<file path="config.mk">
export PLATFORM = sky130hd
export DESIGN_NAME = rs
export DESIGN_NICKNAME = d
export VERILOG_FILES = /design/src/rtl/rs.sv
export SDC_FILE = /design/constraint.sdc
export NUM_CORES = 1
export LEC_CHECK = 0
export BUFFER_PORTS_ARGS = -buffer_cell sky130_fd_sc_hd__clkbuf_2
export CORE_MARGIN = 1.5
export CORE_UTILIZATION = 30
export DETAILED_ROUTE_END_ITERATION = 6
export GPL_TIMING_DRIVEN = 0
export PLACE_DENSITY = 0.44
export SYNTH_ARGS = -nofsm -noshare
export SYNTH_HDL_FRONTEND = slang
export SYNTH_SLANG_ARGS = --single-unit
</file>
<file path="constraint.sdc">
create_clock -name clk -period 8.25 [get_ports clk]
set_clock_uncertainty 0.05 [all_clocks]
set_input_delay 0.825 -clock clk [delete_from_list [all_inputs] [get_ports clk]]
set_output_delay 0.825 -clock clk [all_outputs]
set_load 0.1 [all_outputs]
</file>
<file path="src/rtl/rs.sv">
// Unified reservation station: holds dispatched uops until their sources are
// ready, then issues the oldest ready uop through a registered output stage.
package rs_pkg;
  localparam int NUM_SOURCES = 2;
  localparam int PRF_W       = 6;
  localparam int ROB_W       = 7;

  typedef logic [PRF_W-1:0] t_prf_id;
  typedef logic [ROB_W-1:0] t_rob_id;
  typedef logic [1:0]       t_opreg_type;

  localparam t_opreg_type OPREG_NONE = 2'd0;
  localparam t_opreg_type OPREG_GPR  = 2'd1;

  typedef struct packed {
    logic [15:0]                      uinstr;
    t_opreg_type [NUM_SOURCES-1:0]    src_type;
    t_prf_id     [NUM_SOURCES-1:0]    psrc;
    t_prf_id                          pdst;
    t_rob_id                          robid;
  } t_disp_pkt;

  typedef struct packed {
    logic    valid;
    t_rob_id robid;
  } t_nuke_pkt;
endpackage

module rs_chk #(
  parameter int NUM_ENTRIES = 8
) (
  input logic                               clk,
  input logic                               reset,
  input logic                               disp_valid,
  input logic                               stall,
  input logic [NUM_ENTRIES-1:0]             sel,
  input logic [NUM_ENTRIES-1:0]             valid,
  input logic [NUM_ENTRIES*NUM_ENTRIES-1:0] age_flat
);
  // Protocol and structural invariants of the station.
  always_ff @(posedge clk) begin
    if (!reset) begin
      assert (!(disp_valid && stall)) else $error("rs: dispatch while stalled");
      assert ($onehot0(sel)) else $error("rs: more than one entry selected");
      for (int i = 0; i < NUM_ENTRIES; i++) begin
        for (int j = 0; j < NUM_ENTRIES; j++) begin
          if (i != j && valid[i] && valid[j]) begin
            assert (age_flat[i*NUM_ENTRIES+j] != age_flat[j*NUM_ENTRIES+i])
              else $error("rs: age rows %0d/%0d not antisymmetric", i, j);
          end
        end
      end
    end
  end
endmodule

module rs
  import rs_pkg::*;
#(
  parameter int NUM_ENTRIES = 8,
  parameter int NUM_WAKEUPS = 2
) (
  input  logic                          clk,
  input  logic                          reset,
  input  t_nuke_pkt                     nuke_rb1,
  input  logic                          disp_valid_rs0,
  input  t_disp_pkt                     disp_pkt_rs0,
  input  logic [NUM_SOURCES-1:0]        disp_src_rdy_rs0,
  output logic                          rs_stall_rs0,
  input  logic [NUM_WAKEUPS-1:0]        wake_valid_ex,
  input  t_prf_id [NUM_WAKEUPS-1:0]     wake_pdst_ex,
  input  logic                          iss_ready_rs1,
  output logic                          iss_valid_rs1,
  output t_disp_pkt                     iss_pkt_rs1
);

  logic [NUM_ENTRIES-1:0] valid_q, valid_d;
  logic [NUM_SOURCES-1:0] src_rdy_q [NUM_ENTRIES];
  logic [NUM_SOURCES-1:0] src_rdy_d [NUM_ENTRIES];
  // age_q[i][j] set means entry j is older than entry i
  logic [NUM_ENTRIES-1:0] age_q [NUM_ENTRIES];
  logic [NUM_ENTRIES-1:0] age_d [NUM_ENTRIES];
  t_disp_pkt              pkt_q [NUM_ENTRIES];
  logic                   iss_valid_q, iss_valid_d;
  t_disp_pkt              iss_pkt_q;

  logic [NUM_ENTRIES-1:0] ready_s, sel_s, free_s, alloc_vec_s;
  logic [NUM_SOURCES-1:0] disp_rdy_s;
  logic                   out_load_s, iss_load_s, alloc_s;
  t_disp_pkt              sel_pkt_s;
  logic [NUM_ENTRIES*NUM_ENTRIES-1:0] age_flat_s;
  logic                   unused_s;

  function automatic logic tag_hit(input t_prf_id                  tag,
                                   input logic [NUM_WAKEUPS-1:0]   wv,
                                   input t_prf_id [NUM_WAKEUPS-1:0] wt);
    logic hit;
    hit = 1'b0;
    for (int k = 0; k < NUM_WAKEUPS; k++) begin
      hit = hit | (wv[k] & (wt[k] == tag));
    end
    return hit;
  endfunction

  assign rs_stall_rs0  = &valid_q;
  assign iss_valid_rs1 = iss_valid_q;
  assign iss_pkt_rs1   = iss_pkt_q;
  assign unused_s      = ^nuke_rb1.robid;

  assign out_load_s  = ~iss_valid_q | iss_ready_rs1;
  assign iss_load_s  = out_load_s & (|sel_s);
  assign free_s      = out_load_s ? sel_s : '0;
  assign alloc_s     = disp_valid_rs0 & ~rs_stall_rs0 & ~nuke_rb1.valid;
  // Lowest clear bit of valid_q; wraps to zero when full.
  assign alloc_vec_s = {NUM_ENTRIES{alloc_s}} & ~valid_q &
                       (valid_q + {{(NUM_ENTRIES-1){1'b0}}, 1'b1});

  // Readiness and oldest-ready select, all from flopped state.
  always_comb begin
    sel_pkt_s = '0;
    for (int i = 0; i < NUM_ENTRIES; i++) begin
      ready_s[i] = valid_q[i] & (&src_rdy_q[i]);
    end
    for (int i = 0; i < NUM_ENTRIES; i++) begin
      sel_s[i]  = ready_s[i] & ~(|(age_q[i] & ready_s));
      sel_pkt_s = sel_s[i] ? pkt_q[i] : sel_pkt_s;
    end
  end

  // Source readiness of the uop being written, including same-cycle bypass.
  always_comb begin
    for (int s = 0; s < NUM_SOURCES; s++) begin
      disp_rdy_s[s] = disp_src_rdy_rs0[s]
                    | tag_hit(disp_pkt_rs0.psrc[s], wake_valid_ex, wake_pdst_ex)
                    | (disp_pkt_rs0.src_type[s] == OPREG_NONE);
    end
  end

  // Next-state for entry valids, source readiness, age matrix and issue valid.
  always_comb begin
    for (int i = 0; i < NUM_ENTRIES; i++) begin
      for (int s = 0; s < NUM_SOURCES; s++) begin
        src_rdy_d[i][s] = alloc_vec_s[i] ? disp_rdy_s[s]
                        : (src_rdy_q[i][s]
                           | tag_hit(pkt_q[i].psrc[s], wake_valid_ex, wake_pdst_ex));
      end
      age_d[i] = alloc_vec_s[i] ? (valid_q & ~free_s) : (age_q[i] & ~free_s);
    end
    if (nuke_rb1.valid) begin
      valid_d     = '0;
      iss_valid_d = 1'b0;
      for (int i = 0; i < NUM_ENTRIES; i++) begin
        age_d[i] = '0;
      end
    end else begin
      valid_d     = (valid_q & ~free_s) | alloc_vec_s;
      iss_valid_d = out_load_s ? (|sel_s) : iss_valid_q;
    end
  end

  // Control state with asynchronous reset.
  always_ff @(posedge clk or posedge reset) begin
    if (reset) begin
      valid_q     <= '0;
      iss_valid_q <= 1'b0;
      for (int i = 0; i < NUM_ENTRIES; i++) begin
        src_rdy_q[i] <= '0;
        age_q[i]     <= '0;
      end
    end else begin
      valid_q     <= valid_d;
      iss_valid_q <= iss_valid_d;
      for (int i = 0; i < NUM_ENTRIES; i++) begin
        src_rdy_q[i] <= src_rdy_d[i];
        age_q[i]     <= age_d[i];
      end
    end
  end

  // Payload flops carry no reset; they are qualified by the valids.
  always_ff @(posedge clk) begin
    for (int i = 0; i < NUM_ENTRIES; i++) begin
      if (alloc_vec_s[i]) pkt_q[i] <= disp_pkt_rs0;
    end
    if (iss_load_s) iss_pkt_q <= sel_pkt_s;
  end

  // Flattened age matrix for the invariant checker.
  always_comb begin
    for (int i = 0; i < NUM_ENTRIES; i++) begin
      age_flat_s[i*NUM_ENTRIES +: NUM_ENTRIES] = age_q[i];
    end
  end

  rs_chk #(.NUM_ENTRIES(NUM_ENTRIES)) u_chk (
    .clk        (clk),
    .reset      (reset),
    .disp_valid (disp_valid_rs0),
    .stall      (rs_stall_rs0),
    .sel        (sel_s),
    .valid      (valid_q),
    .age_flat   (age_flat_s)
  );

endmodule

</file>
==> metrics <==
# rows 99; crit path capture type flip-flop; Slew HR between 10% and 20%; layout cells sized above 1 13.1%; CP max stage cell o21ai_1; data arrival time of the critical path slightly below 5000 ps; CTS max path bufs 3; Worst Hold Class in2async; Iter 0 DRT Violations approximately 1200; # setup viols final 0; all-layer global routing usage about a fifth; status finished clean; via count of the routed design ~15000; P_sw 1.80 mW; Mapped Avg Cell Area between 10 and 15 um2; placed cell area 24200 um2; Worst-path clk slew approximately 60 ps; Die Height approximately 270 um; GR Util met3 around 3.0%; Post-Syn Instances 1683; vias per cell around 5.2; GRT met2 Usage around a third; area leader, netlist edfxtp_1; Cell variety after synth 61; largest net degree at the start of global routing 49; first-pass GRT wire length ~110000 um; power per cell area about 240 nW/um2; Ports 120; Internal 4.44 mW; TritonCTS clock tree yes; FFs w/ async S/R, synth a little under a fifth; compound-gate portion of the synthesized area under 10%; switching share of power between 20% and 30%; Peak VDD IR roughly 160 uV; detailed-route DRC error count 0; flop and latch count out of synthesis just under 500; IO Port Bufs ~100; Reg power frac 46.7%; routability cong. just under 0.9; CTS Sinks 494; fillers around 7000; Synth Area in XOR/XNOR about 8.6%; CTS resizes 0; CP Class reg2reg; Core Box Area 73000 um2; CP Launch Type flip-flop; Post-synth EDFFs roughly 410; Final #Nets between 1500 and 2000; Final Instance Count excl. Fillers 2854; Final Hold Viols 0; cell chain of the critical path clkbuf_1 > and4b_1 > o2111ai_1 > o21ai_1 > clkbuf_1 > nor2_1 > a21oi_4 > buf_12 > buf_16; Placed Cells 2752; vias in the first global route about 15000; Starting Density a little under a third; cts hold-fix bufs 0; Synth Area in Simple Gates around 11%; max-slew violations 0; ys flop type edfxtp_1; Clk network pwr share between 30% and 40%; Synth top area share 55.0%; Die Wd about 270 um; CTS root buf clkbuf_16; Die Footprint 75300 um2; Top Usage Layer GRT met2; Avg WL per Cell around 26 um; First-pass DRT Iterations 5; Final Critical Period approximately 4600 ps; Crit path required time approximately 8500 ps; most used cell, CP clkbuf_1; Seq/Total Area, Yosys 65.1%; CP max FO 21; Buf/Inv on CP 4; Synth area leaders edfxtp_1 55%, dfrtp_1 10%, xnor2_1 4.3%; met1 Usage GRT between 20 and 30%; Max-Cap Viols 0; Synth top cells by count 405 x edfxtp_1, 108 x xnor2_1, 108 x xor2_1, 100 x nor3_1, 96 x a21oi_1; synthesized area 22100 um2; Ys Warns 0; Overflow after GRT 0; CTS H-tree depth 2; Total Power 6.23 mW; Routed Antenna Nets 0; Setup Buffers After CTS 0; worst skew pair latency 630 ps; worst-margin pin slew between 1000 and 1500 ps; largest family of logic cells by synthesized area simple AND/OR/NAND/NOR gates; highest clock rate around 220 MHz; leakage slightly below 10 nW; mux contribution to synthesized area between 2 and 3%; Final Cycle Share around 56%; DP HPWL between 40000 and 50000 um; Post-Synth Adder-Cell Area 0.0566%; area delta synth->final 17.3%; Finished Cell Area 25900 um2; critical path's largest stage delay between 900 and 1000 ps; number of buffers created by CTS 56; final WL between 70000 and 80000 um; most common cell in the synthesized netlist edfxtp_1; combinational share of power between 10% and 20%; post-synth net total ~1800; top cell family by delay on the critical path compound AO/OA/AOI/OAI gates; initial antenna violation count 4; RSZ-0062 raised after global routing false
routing by layer:
layer,vias to the layer above,part of all wire (%)
li1,6703,-
met3,108,5.1
met2,433,47
met4,6,2.8
met1,7673,45
met5,-,0.040
state kept, by name, summed over array words and instances (netlist names):
signal	cells
age_flat_s	64
iss_pkt_rs1	45
iss_valid_rs1	1
pkt_q	360
src_rdy_q	16
valid_q	8
power groups by stage:
stage	registers [mW]	clock network (mW)	logic, mW
after floorplan	3.25	0	0.303
after global placement	2.97	0	0.853
after detailed placement	2.96	0	0.882
after CTS	2.91	2.51	0.886
after global routing	2.92	2.59	0.926
final	2.91	2.44	0.878
cells in the final DEF, fill, tap and decap left out, types with 5 or more instances in the layout:
cell type,netlist,routed
o21ai_0,7,7
a21o_1,47,47
mux2i_1,55,55
clkinv_1,2,13
buf_16,0,8
nand2_1,83,83
dfrtp_1,89,89
and4b_1,5,5
xnor2_1,108,108
clkbuf_16,0,57
xor2_1,108,108
clkinv_2,0,9
o2111ai_1,8,6
nand3_1,58,58
o21a_1,5,5
nor3_1,100,100
or2_2,5,5
nor2_1,43,43
edfxtp_1,405,405
buf_1,8,8
nor4_1,56,54
o32a_1,44,44
clkbuf_2,0,98
buf_6,6,6
a21oi_1,96,95
a221o_1,44,44
inv_1,62,61
buf_2,24,23
nand4_1,65,65
clkbuf_1,79,88
nor3b_1,7,6
and3_1,11,11
final timing paths:
path | from | end | slack, ps | depth (start not counted)
min reg2reg | age_flat_s[26] | age_flat_s[26] | 450 | 1
max | src_rdy_q[10] | iss_pkt_rs1[25] | 3630 | 9
max reg2reg | src_rdy_q[10] | iss_pkt_rs1[25] | 3630 | 9
min | reset | age_flat_s[23] | 260 | 2
min in group clk | disp_pkt_rs0[33] | pkt_q[1][33] | 440 | 1
max in group asynchronous | reset | age_flat_s[17] | 7220 | 3
stage by stage:
step / TNS [ps] / util, % / worst slack (ps) / hold WS, ps
final: 0 / 35.6 / 3630 / 255
after global routing: 0 / 35.6 / 3390 / 301
after CTS: 0 / 35.5 / 3580 / 249
after detailed placement: 0 / 33.1 / 3570 / 438
after global placement: -10970 / 32.6 / -253 / 435
after floorplan: 0 / - / 3670 / 414
layout make-up:
type,instances,area (um2),area share [%]
flip-flops and latches,494,14400,55.5
repair buffers,110,786,3.03
multi-input cells,1003,6980,26.9
well taps,959,1200,4.63
diodes,1,2.50,0.00965
clock buffers,71,1500,5.78
inverters,67,263,1.01
clock inverters,30,275,1.06
plain buffers,119,543,2.09
kinds of logic (layout without fill, tap and decap cells):
| logic type | after synthesis | count (layout) |
|---|---|---|
| simple gates | 457 | 457 |
| buf+inv | 186 | 397 |
| mux | 56 | 56 |
| flops | 494 | 494 |
| xor+xnor | 216 | 216 |
| compound gates | 273 | 273 |
| fa+ha+maj | 1 | 1 |
| other cells | 0 | 1 |
worst reg2reg max path, stage by stage (launching register included):
cell and delay, ps:
dfrtp_1 320, clkbuf_1 510, and4b_1 320, o2111ai_1 220, o21ai_1 920, clkbuf_1 560
nor2_1 210, a21oi_4 750, buf_12 280, buf_16 200
No activity file was read; power rests on OpenSTA's default activity.
